`src/rtl/loop_step_player.sv`:
```
// Four-step looper: steps a 2-bit index on a programmable grid, picks the chord from static patterns and drives a note gate.
// Optional odd-step swing delay is compiled in with `define LOOP_SWING_EN.
module loop_step_player #(
    parameter int CNT_W = 28
) (
    input  logic             clk,
    input  logic             resetn,
    input  logic             loop_en,
    input  logic [CNT_W-1:0] step_period,
    input  logic [CNT_W-1:0] gate_len,
    input  logic [3:0]       pat0,
    input  logic [3:0]       pat1,
    input  logic [3:0]       pat2,
    input  logic [3:0]       pat3,
    output logic             shift_en,
    output logic [1:0]       step,
    output logic [3:0]       track_led,
    output logic [1:0]       chord_sel,
    output logic             note_gate,
    output logic             note_trig
);

`ifdef LOOP_SWING_EN
    typedef enum logic [2:0] {S_IDLE, S_START, S_GATE, S_REST, S_SWING} state_t;
`else
    typedef enum logic [1:0] {S_IDLE, S_START, S_GATE, S_REST} state_t;
`endif

    state_t           state_q, state_d;
    logic [CNT_W-1:0] div_q, div_d;
    logic [CNT_W-1:0] period_q, period_d;
    logic [CNT_W-1:0] cnt_q, cnt_d;
    logic [1:0]       step_q, step_d;
    logic [1:0]       chord_q, chord_d;

    logic [CNT_W-1:0] p_new;
    logic             running;
    logic             wrap;
    logic             tick;
    logic             swing_eval;
    logic             defer;
    logic             eval;
    logic [1:0]       eval_step;
    logic [3:0]       hit_vec;
    logic             hit;
    logic [1:0]       first_chord;
    logic             fire;
    logic             start_gate;

    assign p_new   = (step_period == '0) ? CNT_W'(1) : step_period;
    assign running = loop_en && (state_q != S_IDLE);
    assign wrap    = (div_q == period_q - CNT_W'(1));
    // The IDLE->START transition evaluates step 0 itself, so no tick is issued in START.
    assign tick    = running && (state_q != S_START) && wrap;

`ifdef LOOP_SWING_EN
    logic [CNT_W-1:0] swing_len;
    assign swing_len  = p_new >> 2;
    assign swing_eval = running && (state_q == S_SWING) && (cnt_q == '0) && !tick;
    assign defer      = tick && eval_step[0] && (swing_len != '0);
`else
    assign swing_eval = 1'b0;
    assign defer      = 1'b0;
`endif

    // A tick evaluates the step it is about to advance to; a swing release evaluates the current one.
    assign eval      = running && ((state_q == S_START) || tick || swing_eval);
    assign eval_step = tick ? (step_q + 2'd1) : step_q;
    assign hit_vec   = {pat3[eval_step], pat2[eval_step], pat1[eval_step], pat0[eval_step]};
    assign hit       = |hit_vec;

    always_comb begin
        first_chord = 2'd0;
        if (hit_vec[0])      first_chord = 2'd0;
        else if (hit_vec[1]) first_chord = 2'd1;
        else if (hit_vec[2]) first_chord = 2'd2;
        else if (hit_vec[3]) first_chord = 2'd3;
    end

    assign fire       = eval && !defer && hit;
    assign start_gate = fire && (gate_len != '0);

    always_ff @(posedge clk or negedge resetn) begin
        if (!resetn) begin
            state_q  <= S_IDLE;
            div_q    <= '0;
            period_q <= '0;
            cnt_q    <= '0;
            step_q   <= 2'd0;
            chord_q  <= 2'd0;
        end else begin
            state_q  <= state_d;
            div_q    <= div_d;
            period_q <= period_d;
            cnt_q    <= cnt_d;
            step_q   <= step_d;
            chord_q  <= chord_d;
        end
    end

    always_comb begin
        state_d  = state_q;
        cnt_d    = cnt_q;
        div_d    = '0;
        period_d = period_q;
        step_d   = step_q;
        chord_d  = chord_q;

        // Period is only re-sampled on a wrap so a running step never changes length.
        if (!running) begin
            div_d    = '0;
            period_d = p_new;
            step_d   = 2'd0;
            chord_d  = 2'd0;
        end else begin
            div_d = wrap ? '0 : div_q + CNT_W'(1);
            if (wrap) period_d = p_new;
            if (tick) step_d = step_q + 2'd1;
            if (fire) chord_d = first_chord;
        end

        if (!loop_en) begin
            state_d = S_IDLE;
            cnt_d   = '0;
        end else if (state_q == S_IDLE) begin
            state_d = S_START;
            cnt_d   = '0;
`ifdef LOOP_SWING_EN
        end else if (defer) begin
            state_d = S_SWING;
            cnt_d   = swing_len - CNT_W'(1);
`endif
        end else if (eval) begin
            // The evaluation cycle is the first gate cycle, so the counter holds the remainder.
            if (start_gate && (gate_len > CNT_W'(1))) begin
                state_d = S_GATE;
                cnt_d   = gate_len - CNT_W'(1);
            end else begin
                state_d = S_REST;
                cnt_d   = '0;
            end
        end else begin
            case (state_q)
                S_GATE: begin
                    if (cnt_q <= CNT_W'(1)) begin
                        state_d = S_REST;
                        cnt_d   = '0;
                    end else begin
                        cnt_d = cnt_q - CNT_W'(1);
                    end
                end
`ifdef LOOP_SWING_EN
                S_SWING: cnt_d = cnt_q - CNT_W'(1);
`endif
                default: state_d = state_q;
            endcase
        end
    end

    always_comb begin
        shift_en  = tick;
        step      = step_q;
        track_led = (state_q == S_IDLE) ? 4'b0000 : (4'b0001 << step_q);
        chord_sel = fire ? first_chord : chord_q;
        note_trig = start_gate;
        note_gate = start_gate || ((state_q == S_GATE) && !eval);
    end

endmodule
```
`config.mk`:
```
export PLATFORM = sky130hd
export DESIGN_NAME = loop_step_player
export DESIGN_NICKNAME = d
export VERILOG_FILES = /design/src/rtl/loop_step_player.sv
export SDC_FILE = /design/constraint.sdc
export NUM_CORES = 1
export LEC_CHECK = 0
export ABC_CLOCK_PERIOD_IN_PS = 7450
export BUFFER_PORTS_ARGS = -buffer_cell sky130_fd_sc_hd__buf_2
export CORE_MARGIN = 2
export CORE_UTILIZATION = 30
export DETAILED_ROUTE_END_ITERATION = 7
export PLACE_DENSITY = 0.56
export SETUP_SLACK_MARGIN = 0.05
export SLEW_MARGIN = 20
export SYNTH_ARGS = -nofsm -noshare
export SYNTH_HDL_FRONTEND = slang
export SYNTH_SLANG_ARGS = --single-unit
```
`constraint.sdc`:
```
create_clock -name clk -period 7.45 [get_ports clk]
set_input_delay 0.745 -clock clk [delete_from_list [all_inputs] [get_ports clk]]
set_output_delay 0.745 -clock clk [all_outputs]
set_load 0.02 [all_outputs]
```
==> results.json <==
{
  "status": "finished, final reports clean",
  "synth_edf_count": 0,
  "power_mw": 1.41,
  "grt_remaining_overflow": 0,
  "tightest_slew_ns": 1.10,
  "htreeDepth": 3,
  "synth_fp_nets": 810,
  "cts_buffers": 9,
  "wire_per_inst_um": 16.0,
  "hpwl_um": 13000,
  "finalClockSkew_ns": 0.0126,
  "ys_ff_latch": 90,
  "multi_input_area_um2": 4150,
  "rows": 54,
  "clk_latency_ns": 0.35,
  "track_usage": 0.149,
  "final_cell_area_um2": 7560,
  "first_pass_iters": 5,
  "post_cts_buffers": 0,
  "synth_top_area_share": 0.341,
  "floorplan.initialDensity": 0.304,
  "layout.cells.most_common": "dfrtp_1",
  "vias_per_cell": 5.27,
  "syn_to_final_growth_pct": 14.6,
  "cts-root-buf": "clkbuf_16",
  "synth_area_leaders": "dfrtp_1 34%, xnor2_1 6.4%, xor2_1 5.6%",
  "synthArstFlopShare": 1.00,
  "cp.arrival_ns": 5.08,
  "hold_class": "input port to async pin",
  "r2r_end": "period_q[7]",
  "worstPathMaxFanout": 11,
  "drc": 0,
  "die-area_um2": 23200,
  "final_hold_viol_count": 0,
  "diodes": 0,
  "rsz0062_at_grt": "false",
  "worstSetupEndpointType": "output port",
  "synth_cells": 725,
  "portBuffers": 85,
  "grt_pass1_wl_um": 28600,
  "placed_area_um2": 7270,
  "regArea_um2": 2250,
  "power.leakage_nw": 2.94,
  "whs_ns": 0.376,
  "mostFrequentLayoutCells": "90 x dfrtp_1, 84 x buf_2, 79 x nor2_1",
  "die_y_um": 152,
  "path_cells": "inv_1, ha_1, nor3b_2, nand4_4, or4_1, mux2i_1, or3_1, or4_4, o21ai_2, nand2_1, a221o_1, nor2_1, buf_2",
  "cp-start-kind": "register",
  "grt_max_degree": 51,
  "fin_crit_ns": 5.82,
  "ff2ff_setup_slack_ns": 2.47,
  "synth_cell_type_count": 75,
  "critPathMaxStageDelay_ns": 0.56,
  "cts.path.max_buffers": 2,
  "cts.clk_slew.worst_paths_ns": 0.06,
  "grt_pass1_vias": 5460,
  "synth_flop_cell": "dfrtp_1",
  "ys_seq_area_frac": 0.341,
  "die_w_um": 152,
  "finalMaxSlewViolations": 0,
  "reg2reg_depth": 12,
  "syn-cell-area_um2": 6600,
  "reg2reg_from": "period_q[0]",
  "syn_avg_cell_area_um2": 9.10,
  "tns_ns": 0,
  "ant_nets": 0,
  "antenna_found_initial": 0,
  "cts_sinks": 90,
  "setup_viol": 0,
  "ctsResizeCount": 0,
  "drive_above_1_share": 0.209,
  "fillers": 2206,
  "yosys.area.top_type": "dfrtp_1",
  "yosys_warnings": 0,
  "finalCritPeriodShare": 0.782,
  "cpMaxStageDelayCell": "or4_4",
  "required_ns": 6.70,
  "final_nets": 881,
  "power_density_nw_per_um2": 187,
  "core-area_um2": 21700,
  "place.gp.congestion": 0.850,
  "drv_cap": 0,
  "wl_um": 17300,
  "postCtsHoldBufs": 0,
  "cts_tree": "built",
  "vias": 5688,
  "io-pin-count": 86,
  "path_class": "register to output port",
  "max_freq_ghz": 0.172,
  "slew-limit-headroom": 0.265,
  "irDropWorstVdd_uv": 113,
  "drt_iter0_drc": 406
}
## layout make-up
class / count / area share
multi-input cells: 590 / 0.549
flip-flops and latches: 90 / 0.298
repair buffers: 88 / 0.0595
well taps: 280 / 0.0463
clock buffers: 11 / 0.0321
inverters: 17 / 0.00844
clock inverters: 4 / 0.00695
## registers in the layout, indices dropped and copies added, names as in the netlist
signal and cells:
chord_q 2, step 2, div_q 28, cnt_q 28
period_q 28, state_q 2
## worst max-delay path: cells and delay by family (launching register included)
kind                     cells  cell delay, ns
AND/OR/NAND/NOR              7            2.74
AO/OA/AOI/OAI                2            0.80
flip-flops                   1            0.47
buffers and inverters        2            0.31
adder cells (fa/ha/maj)      1            0.22
multiplexers                 1            0.18
## metal layers
layer,vias to the layer above,wire [µm],track usage
met3,20,627,0.0233
met5,-,0,0
met2,109,7510,0.224
met1,2764,8810,0.222
met4,0,306,0.0432
li1,2795,-,-
## through the flow
| step | utilization | std cells | setup slack [ns] |
|---|---|---|---|
| after CTS | 0.349 | 1080 | 1.60 |
| after detailed placement | 0.335 | 1065 | 2.00 |
| after global placement | 0.335 | 1065 | 2.16 |
| after global routing | 0.349 | 1080 | 1.27 |
| final | 0.349 | 1080 | 1.63 |
| after floorplan | - | 725 | 2.76 |
## cells in the mapped netlist (5+ instances only)
library cell	instances
dfrtp_1	90
nor2_1	79
xnor2_1	48
xor2_1	42
a21oi_1	41
nor3_1	40
nand2_1	37
nand3_1	34
nor4_1	27
o21ai_0	26
mux2_2	18
inv_1	17
clkbuf_1	14
nand2b_1	14
nand4_1	13
o22ai_2	12
ha_1	10
or3_1	10
o22ai_1	9
or4_1	9
buf_2	8
mux4_2	8
nor2b_1	8
and3_1	7
mux2_1	6
and4_1	5
## power breakdown
part / total (mW) / internal (mW) / switching [mW] / leakage (nW)
clock: 0.463 / 0.268 / 0.195 / 0.146
sequential: 0.587 / 0.528 / 0.0594 / 1.17
combinational: 0.364 / 0.149 / 0.214 / 1.62
## how the worst max path moves through the flow
stage,startpoint,to,slack (ns),depth (start not counted)
2_1_floorplan,period_q[0],note_gate,2.76,13
3_3_place_gp,period_q[0],chord_sel[1],2.16,13
3_5_place_dp,period_q[0],chord_sel[1],2.00,13
4_1_cts,period_q[0],chord_sel[1],1.60,13
5_1_grt,period_q[0],chord_sel[1],1.27,13
6_report,period_q[0],chord_sel[1],1.63,13
## logic make-up after synthesis
| logic type | synth area share |
|---|---|
| compound gates | 0.138 |
| mux | 0.0743 |
| buf+inv | 0.0322 |
| xor+xnor | 0.122 |
| fa+ha+maj | 0.0190 |
| flops | 0.341 |
| simple gates | 0.273 |
Power figures use the tool's default switching activity.
